**src/rtl/cpu_pipe_pkg.sv**
```systemverilog
// Shared types and constants for the CPU pipeline-control slice:
// tracker record layout, stage indices and mode encodings.
package cpu_pipe_pkg;

  // Widest register address any configuration may use; records store
  // wrt_reg zero-extended to this width.
  localparam int unsigned MAX_REG_ADDR_W = 8;

  localparam int unsigned STG_IF = 0;
  localparam int unsigned STG_ID = 1;

  typedef enum int unsigned {
    BYPASS_NONE = 0,
    BYPASS_FWD  = 1
  } bypass_e;

  typedef enum int unsigned {
    JB_STALL      = 0,
    JB_PREDICT_NT = 1
  } jb_mode_e;

  typedef struct packed {
    logic                      valid;
    logic                      wrt_en;
    logic [MAX_REG_ADDR_W-1:0] wrt_reg;
    logic                      is_load;
    logic                      is_jb;
  } stage_rec_t;

endpackage

```
**src/rtl/cpu_hazard_match.sv**
```systemverilog
// Compares one ID source register against the in-flight tracker records and
// reports any match, the youngest matching stage and a load-in-stage-2 match.
module cpu_hazard_match
  import cpu_pipe_pkg::*;
#(
  parameter int unsigned NUM_STAGES = 5,
  parameter int unsigned IDX_W      = 3
) (
  input  logic [MAX_REG_ADDR_W-1:0]   src,
  input  logic                        src_en,
  input  stage_rec_t [NUM_STAGES-1:2] recs,
  output logic                        hit,
  output logic [IDX_W-1:0]            idx,
  output logic                        load2
);

  // Scan oldest to youngest so the lowest matching stage index wins.
  always_comb begin
    hit   = 1'b0;
    idx   = '0;
    load2 = 1'b0;
    for (int unsigned s = NUM_STAGES - 1; s >= 2; s--) begin
      if (src_en && recs[s].valid && recs[s].wrt_en && (recs[s].wrt_reg == src)) begin
        hit   = 1'b1;
        idx   = IDX_W'(s);
        load2 = (s == 2) && recs[s].is_load;
      end
    end
  end

endmodule

```
**src/rtl/cpu_pipe_ctrl.sv**
```systemverilog
// Pipeline control: tracks in-flight instructions from ID to WB and derives
// stage enables, bubbles, flushes, RAW/jb stalls, redirects and forward selects.
module cpu_pipe_ctrl
  import cpu_pipe_pkg::*;
#(
  parameter int unsigned NUM_STAGES    = 5,
  parameter int unsigned REG_ADDR_W    = 4,
  parameter int unsigned RESOLVE_STAGE = 2,
  parameter int unsigned BYPASS        = 0,
  parameter int unsigned JB_MODE       = 0
) (
  input  logic                          clk,
  input  logic                          rst,
  input  logic                          ext_hold,
  input  logic                          dec_valid,
  input  logic [REG_ADDR_W-1:0]         dec_src1,
  input  logic [REG_ADDR_W-1:0]         dec_src2,
  input  logic                          dec_src1_en,
  input  logic                          dec_src2_en,
  input  logic [REG_ADDR_W-1:0]         dec_wrt_reg,
  input  logic                          dec_wrt_en,
  input  logic                          dec_is_load,
  input  logic                          dec_is_jb,
  input  logic                          jb_taken,
  output logic                          pc_en,
  output logic                          ifid_en,
  output logic                          ifid_flush,
  output logic [NUM_STAGES-3:0]         stage_en,
  output logic [NUM_STAGES-1:0]         stage_valid,
  output logic                          stall_rw,
  output logic                          stall_jb,
  output logic                          redirect,
  output logic [$clog2(NUM_STAGES)-1:0] fwd_sel1,
  output logic [$clog2(NUM_STAGES)-1:0] fwd_sel2
);

  localparam int unsigned IDX_W      = $clog2(NUM_STAGES);
  localparam bit          FWD_ON     = (BYPASS == BYPASS_FWD);
  localparam bit          PREDICT_NT = (JB_MODE == JB_PREDICT_NT);

  stage_rec_t [NUM_STAGES-1:2] recs;
  stage_rec_t                  dec_rec;

  logic             hit1, hit2, ld1, ld2;
  logic [IDX_W-1:0] idx1, idx2;
  logic             stall_rw_c, stall_jb_c, redirect_c, jb_pending;

  cpu_hazard_match #(
    .NUM_STAGES(NUM_STAGES),
    .IDX_W     (IDX_W)
  ) u_match1 (
    .src   (MAX_REG_ADDR_W'(dec_src1)),
    .src_en(dec_src1_en),
    .recs  (recs),
    .hit   (hit1),
    .idx   (idx1),
    .load2 (ld1)
  );

  cpu_hazard_match #(
    .NUM_STAGES(NUM_STAGES),
    .IDX_W     (IDX_W)
  ) u_match2 (
    .src   (MAX_REG_ADDR_W'(dec_src2)),
    .src_en(dec_src2_en),
    .recs  (recs),
    .hit   (hit2),
    .idx   (idx2),
    .load2 (ld2)
  );

  always_comb begin
    dec_rec = '0;
    if (dec_valid) begin
      dec_rec.valid   = 1'b1;
      dec_rec.wrt_en  = dec_wrt_en;
      dec_rec.wrt_reg = MAX_REG_ADDR_W'(dec_wrt_reg);
      dec_rec.is_load = dec_is_load;
      dec_rec.is_jb   = dec_is_jb;
    end
  end

  always_comb begin
    stall_rw_c = dec_valid & (FWD_ON ? (ld1 | ld2) : (hit1 | hit2));
    jb_pending = dec_valid & dec_is_jb;
    for (int unsigned s = 2; s < RESOLVE_STAGE; s++) begin
      jb_pending = jb_pending | (recs[s].valid & recs[s].is_jb);
    end
    stall_jb_c = ~PREDICT_NT & jb_pending & ~rst;
    // A held pipe must not redirect: jb_taken is sampled again once released.
    redirect_c = recs[RESOLVE_STAGE].valid & recs[RESOLVE_STAGE].is_jb
               & jb_taken & ~ext_hold & ~rst;
  end

  always_comb begin
    pc_en       = 1'b0;
    ifid_en     = 1'b0;
    ifid_flush  = 1'b0;
    stage_en    = '0;
    stage_valid = '0;
    stall_rw    = 1'b0;
    stall_jb    = 1'b0;
    redirect    = 1'b0;
    fwd_sel1    = '0;
    fwd_sel2    = '0;
    if (rst) begin
      ifid_flush = 1'b1;
    end else begin
      stage_valid[STG_IF] = 1'b1;
      stage_valid[STG_ID] = dec_valid;
      for (int unsigned s = 2; s < NUM_STAGES; s++) begin
        stage_valid[s] = recs[s].valid;
      end
      stall_rw = stall_rw_c & ~redirect_c;
      stall_jb = stall_jb_c;
      redirect = redirect_c;
      if (FWD_ON && dec_valid && !stall_rw_c) begin
        fwd_sel1 = hit1 ? idx1 : '0;
        fwd_sel2 = hit2 ? idx2 : '0;
      end
      if (!ext_hold) begin
        stage_en = '1;
        if (redirect_c) begin
          pc_en      = 1'b1;
          ifid_en    = 1'b1;
          ifid_flush = 1'b1;
        end else if (stall_rw_c) begin
          pc_en   = 1'b0;
          ifid_en = 1'b0;
        end else if (stall_jb_c) begin
          ifid_en    = 1'b1;
          ifid_flush = 1'b1;
        end else begin
          pc_en   = 1'b1;
          ifid_en = 1'b1;
        end
      end
    end
  end

  // On redirect, records leaving stages 2..RESOLVE_STAGE-1 are wrong-path and
  // land as bubbles in stages 3..RESOLVE_STAGE.
  always_ff @(posedge clk) begin
    if (rst) begin
      recs <= '0;
    end else if (!ext_hold) begin
      if (redirect_c || stall_rw_c) recs[2] <= '0;
      else                          recs[2] <= dec_rec;
      for (int unsigned s = 3; s < NUM_STAGES; s++) begin
        if (redirect_c && (s <= RESOLVE_STAGE)) recs[s] <= '0;
        else                                    recs[s] <= recs[s-1];
      end
    end
  end

endmodule

```
**config.mk**
```make
export PLATFORM = sky130hd
export DESIGN_NAME = cpu_pipe_ctrl
export DESIGN_NICKNAME = d
export VERILOG_FILES = /design/src/rtl/cpu_pipe_pkg.sv /design/src/rtl/cpu_hazard_match.sv /design/src/rtl/cpu_pipe_ctrl.sv
export SDC_FILE = /design/constraint.sdc
export NUM_CORES = 1
export LEC_CHECK = 0
export ABC_AREA = 1
export ABC_CLOCK_PERIOD_IN_PS = 2800
export BUFFER_PORTS_ARGS = -buffer_cell sky130_fd_sc_hd__buf_4
export CORE_ASPECT_RATIO = 1.5
export CORE_MARGIN = 10
export CORE_UTILIZATION = 40
export CTS_CLUSTER_SIZE = 30
export DETAILED_ROUTE_END_ITERATION = 12
export GPL_ROUTABILITY_DRIVEN = 0
export GPL_TIMING_DRIVEN = 0
export PLACE_DENSITY = 0.62
export SLEW_MARGIN = 20
export SYNTH_ARGS = -nofsm -noshare
export SYNTH_HDL_FRONTEND = slang
export SYNTH_HIERARCHICAL = 1
export SYNTH_SLANG_ARGS = --single-unit
```
**constraint.sdc**
```tcl
create_clock -name clk -period 2.8 [get_ports clk]
set_clock_uncertainty 0.05 [all_clocks]
set_input_delay 0.14 -clock clk [delete_from_list [all_inputs] [get_ports clk]]
set_output_delay 0.14 -clock clk [all_outputs]
set_load 0.005 [all_outputs]
```
# == After elaboration in Yosys (flattened, before gate mapping) ==
# Cells that the tools add are included.
# word_totals
regBits,31
latch_bits,0
ramBits,0
rom_bits,0
in_bits,22
out_inout_bits,20
word_cells,75
mem_count,0
# op_classes
addsub,0
n_mul,0
n_div,0
order_cmp,0
eq_ne,6
n_shift,0
n_mux,28
bitwise_logic,12
reduce_logical,19
# op_table
cell,n
$eq 8x4->1,6
$mux 12,2
$mux 1,23
$logic_and 1x1->1,18
$and 1x1->1,8
$mux 3,2
$mux 5,1
$not 1->1,3
$logic_or 1x1->1,1
$or 1x1->1,1

# == Logic depth before layout (Yosys ltp) ==
# logic_depth
ltp_word,12
mapped_depth,13
mapped_depth_nobuf,13

# == By module ==
# The synthesis kept the hierarchy.
# modules_own_cells
mod,instances,cells_per_inst,area_each_um2,seq_area_each_um2
cpu_pipe_ctrl,1,145,1088.5,480.5
cpu_hazard_match,2,101,494.2,0.0

# == Least setup slack after synthesis ==
# No wires, ideal clock.
# synth_path
path_type,register to output
start,register recs[4] (netlist name)
end,output port stall_rw
t_arrival_ps,1344
required_ps,2610
path_slack_ps,1266
stages_incl_launch_ff,14
n_path_buf,0
path_cell_list,dfxtp_1 inv_1 nand2_1 and2_1 nand2_1 nor2_2 nand2_2 nand3_1 nor2_1 nor2_1 nand2_4 inv_2 nand2_1 inv_1
# synth_via
elab_chain_len,7
word_cells_on_any_way,10
cone_classes,eq/ne: 2; mux: 3; bitwise: 3; reduce/logical: 2
# synth_lines
item,line_no,rtl
$eq 8x4->1,cpu_hazard_match.sv:23,if (src_en && recs[s].valid && recs[s].wrt_en && (recs[s].wrt_reg == src)) begin
$logic_and 1x1->1,cpu_hazard_match.sv:23,
$mux 1,cpu_hazard_match.sv:23,
named net hit2,cpu_pipe_ctrl.sv:44,"logic hit1, hit2, ld1, ld2;"
$or 1x1->1,cpu_pipe_ctrl.sv:84,stall_rw_c = dec_valid & (FWD_ON ? (ld1 | ld2) : (hit1 | hit2));
$and 1x1->1,cpu_pipe_ctrl.sv:84,
$and 1x1->1,cpu_pipe_ctrl.sv:114,stall_rw = stall_rw_c & ~redirect_c;
$mux 1,cpu_pipe_ctrl.sv:106,if (rst) begin
end: declaration,cpu_pipe_ctrl.sv:30,"output logic stall_rw,"
# The timed path passes the listed nets, and every way through them passes these cells.

# == Worst setup path in the final report ==
# layout_path
start,register recs[4] (netlist name)
end,output port pc_en
# layout_via
elab_chain_len,9
word_cells_on_any_way,12
cone_classes,eq/ne: 2; mux: 6; bitwise: 2; reduce/logical: 2
# layout_lines
item,line_no,rtl
$eq 8x4->1,cpu_hazard_match.sv:23,
$logic_and 1x1->1,cpu_hazard_match.sv:23,
$mux 1,cpu_hazard_match.sv:23,
named net hit2,cpu_pipe_ctrl.sv:44,
$or 1x1->1,cpu_pipe_ctrl.sv:84,
$and 1x1->1,cpu_pipe_ctrl.sv:84,
$mux 1,cpu_pipe_ctrl.sv:127,end else if (stall_rw_c) begin
$mux 1,cpu_pipe_ctrl.sv:123,if (redirect_c) begin
$mux 1,cpu_pipe_ctrl.sv:121,if (!ext_hold) begin
$mux 1,cpu_pipe_ctrl.sv:106,
end: declaration,cpu_pipe_ctrl.sv:25,"output logic pc_en,"
# The timed path passes the listed nets, and every way through them passes these cells.

==> metrics.txt <==
# TYPE chip_impl_metric gauge
chip_impl_metric{name="share_of_the_core_filled_with_cells",unit="%"} 56.4
chip_impl_metric{name="antenna_violations_before_repair",unit=""} 0
chip_impl_metric{name="timing.final.max_slew_violations",unit=""} 0
chip_impl_metric{name="drc",unit=""} 0
chip_impl_metric{name="num_rows",unit=""} 29
chip_impl_metric{name="largest_register_ff_count",unit=""} 19
chip_impl_metric{name="critical_path_peak_fanout",unit=""} 6
chip_impl_info{name="endpoint_of_the_lowest_slack_register_to_register_path",value="recs[4]"} 1
chip_impl_metric{name="cts_post_setup_buffers_inserted",unit=""} 0
chip_impl_metric{name="timing.critical_path.arrival",unit="ps"} 1820
chip_impl_metric{name="worst_hold_path.num_cells",unit=""} 3
chip_impl_info{name="cts_tree",value="done"} 1
chip_impl_metric{name="wire_per_inst",unit="um"} 8.62
chip_impl_metric{name="tritoncts.num_buffers",unit=""} 3
chip_impl_metric{name="detail_route.iter0.violations",unit=""} 22
chip_impl_info{name="rsz0062_at_grt",value="no"} 1
chip_impl_metric{name="clk_latency",unit="ps"} 250
chip_impl_metric{name="r2r_cells",unit=""} 11
chip_impl_metric{name="overall_global_routing_resource_usage",unit="%"} 11.2
chip_impl_metric{name="num_antenna_cells",unit=""} 0
chip_impl_metric{name="hpwlAfterDp",unit="mm"} 3.52
chip_impl_metric{name="global_route.overflow_total",unit=""} 0
chip_impl_metric{name="avgViaCountPerCell",unit=""} 3.91
chip_impl_metric{name="die_height",unit="um"} 101
chip_impl_metric{name="fp.dieArea",unit="sq mm"} 0.00749
chip_impl_metric{name="final_nets",unit=""} 431
chip_impl_metric{name="grt_pass1_vias",unit=""} 1668
chip_impl_metric{name="numClockSinks",unit=""} 19
chip_impl_info{name="clk_root_buffer_cell",value="sky130_fd_sc_hd__clkbuf_8"} 1
chip_impl_info{name="holdCritPathClass",value="in2reg"} 1
chip_impl_info{name="run_status",value="finished clean"} 1
chip_impl_metric{name="power.static_leakage",unit="nW"} 1.20
chip_impl_metric{name="grt_max_degree",unit=""} 12
chip_impl_metric{name="wire_length_of_the_first_global_routing_pass",unit="mm"} 6.95
chip_impl_metric{name="final_layout_size_suffix_gt1_share",unit="%"} 18.6
chip_impl_metric{name="count_of_warnings_emitted_by_yosys",unit=""} 6
chip_impl_metric{name="synthesis.area",unit="sq mm"} 0.00176
chip_impl_metric{name="totalWireLength",unit="mm"} 3.91
chip_impl_metric{name="clkTransAtPathRegs",unit="ps"} 70
chip_impl_metric{name="maxCapViolations",unit=""} 0
chip_impl_metric{name="final_antenna_net_count",unit=""} 0
chip_impl_metric{name="r2r_slack",unit="ps"} 1080
chip_impl_info{name="setup.worst_path.start",value="recs[4]"} 1
chip_impl_metric{name="place_inst",unit=""} 450
chip_impl_info{name="crit_end",value="pc_en"} 1
chip_impl_metric{name="power.ir.vdd_worst",unit="uV"} 294
chip_impl_metric{name="finish.cell_count_without_fillers",unit=""} 454
chip_impl_metric{name="portBuffers",unit=""} 34
chip_impl_metric{name="synthesis.instances",unit=""} 295
chip_impl_metric{name="finalCritPeriodShare",unit="%"} 71.8
chip_impl_metric{name="htree_levels",unit=""} 1
chip_impl_metric{name="finalWorstPathRequiredPeriod",unit="ps"} 2010
chip_impl_metric{name="avgSynthCellArea",unit="sq um"} 5.95
chip_impl_metric{name="fill_cells",unit=""} 468
chip_impl_metric{name="die_w",unit="um"} 74.1
chip_impl_info{name="registers.top_by_ff_count",value="recs"} 1
chip_impl_metric{name="ctsResizeCount",unit=""} 0
chip_impl_metric{name="flow.area_growth_from_synthesis",unit="%"} 36.5
chip_impl_metric{name="floorplan.core_area",unit="sq mm"} 0.00425
chip_impl_metric{name="timing.fmax",unit="MHz"} 497
chip_impl_metric{name="finalSetupViolations",unit=""} 0
chip_impl_metric{name="worst-endpoint-required",unit="ps"} 2610
chip_impl_metric{name="p_per_area",unit="mW/mm^2"} 288
chip_impl_metric{name="cts_max_path_buffers",unit=""} 2
chip_impl_metric{name="first_pass_iters",unit=""} 3
chip_impl_info{name="cp-start-kind",value="register"} 1
chip_impl_metric{name="hold_viol",unit=""} 0
chip_impl_metric{name="start_util",unit="%"} 41.3
chip_impl_info{name="worstSetupPathType",value="reg2out"} 1
chip_impl_info{name="regs_by_ff_count",value="recs (19)"} 1
chip_impl_info{name="critical_path.endpoint_type",value="output port"} 1
chip_impl_metric{name="via_count",unit=""} 1777
chip_impl_info{name="worstReg2RegStart",value="recs[4]"} 1
chip_impl_metric{name="postCtsHoldBufs",unit=""} 0
chip_impl_metric{name="boundaryPins",unit=""} 42
chip_impl_metric{name="final.setup.tns",unit="ps"} 0
layout make-up:
class	count	area (sq um)	area share (%)
plain buffers	13	100	4.18
clock buffers	3	41.3	1.72
clock inverters	1	5.00	0.209
inverters	48	185	7.73
multi-input cells	290	1370	57.2
flip-flops and latches	19	380	15.9
well taps	46	57.6	2.40
repair buffers	34	255	10.7
critical path, cell delays in order (launching register included):
cell	delay, ps
sky130_fd_sc_hd__dfxtp_1	450
sky130_fd_sc_hd__nand2_2	60
sky130_fd_sc_hd__and2_1	140
sky130_fd_sc_hd__nand2_1	70
sky130_fd_sc_hd__nor2_2	50
sky130_fd_sc_hd__nand2_2	40
sky130_fd_sc_hd__nand3_1	90
sky130_fd_sc_hd__nor2_1	250
sky130_fd_sc_hd__nor2_1	110
sky130_fd_sc_hd__nand2_4	90
sky130_fd_sc_hd__nand2_2	60
sky130_fd_sc_hd__nor2_2	70
sky130_fd_sc_hd__buf_4	110
layout by cell type, fill, tap and decap left out:
cell type                   n
sky130_fd_sc_hd__nand2_1   81
sky130_fd_sc_hd__conb_1    76
sky130_fd_sc_hd__nor2_1    45
sky130_fd_sc_hd__buf_4     43
sky130_fd_sc_hd__inv_1     40
sky130_fd_sc_hd__nand3_1   22
sky130_fd_sc_hd__xnor2_1   22
sky130_fd_sc_hd__dfxtp_1   19
sky130_fd_sc_hd__o21ai_0   10
sky130_fd_sc_hd__nor2_2     7
sky130_fd_sc_hd__inv_2      6
sky130_fd_sc_hd__nand2_2    5
sky130_fd_sc_hd__nand4_1    4
sky130_fd_sc_hd__and2_1     4
sky130_fd_sc_hd__xor2_1     4
sky130_fd_sc_hd__clkbuf_8   3
sky130_fd_sc_hd__inv_4      2
sky130_fd_sc_hd__buf_2      2
sky130_fd_sc_hd__buf_6      2
sky130_fd_sc_hd__nand2_4    2
sky130_fd_sc_hd__or2_0      2
sky130_fd_sc_hd__o22ai_1    2
sky130_fd_sc_hd__nand3_4    1
sky130_fd_sc_hd__nand3_2    1
sky130_fd_sc_hd__nor2_8     1
sky130_fd_sc_hd__a21oi_1    1
sky130_fd_sc_hd__clkinv_2   1
metrics by stage:
stage / instance area [sq um] / hold slack, ps / power (W) / setup slack [ps]
6_report: 2400 / 53.9 / 0.000689 / 789
5_1_grt: 2400 / 46.9 / 0.000747 / 587
4_1_cts: 2400 / 48.7 / 0.000696 / 737
3_5_place_dp: 2350 / 314 / 0.000510 / 1030
3_3_place_gp: 2350 / 315 / 0.000510 / 1030
2_1_floorplan: 2040 / 224 / 0.000446 / 1330
worst min-delay path by stage:
stage / start / end / slack, ps
CTS: dec_wrt_reg[1] / recs[3] / 50
global route: dec_wrt_reg[1] / recs[3] / 50
floorplan: dec_is_jb / recs[0] / 220
finish: dec_wrt_reg[1] / recs[3] / 50
detailed placement: dec_wrt_reg[1] / recs[3] / 310
global placement: dec_wrt_reg[0] / recs[2] / 310
routing by layer:
layer | track usage, % | wire (um)
met1 | 12.0 | 1600
met4 | 3.45 | 28
met2 | 21.0 | 2130
met3 | 2.35 | 154
met5 | 0 | 0
where the power goes:
group | total [W] | internal (W) | switching, W
clock | 0.000183 | 0.0000986 | 0.0000848
combinational | 0.000206 | 0.0000997 | 0.000106
sequential | 0.000300 | 0.000285 | 0.0000157
(Power assumes the default switching activity.)
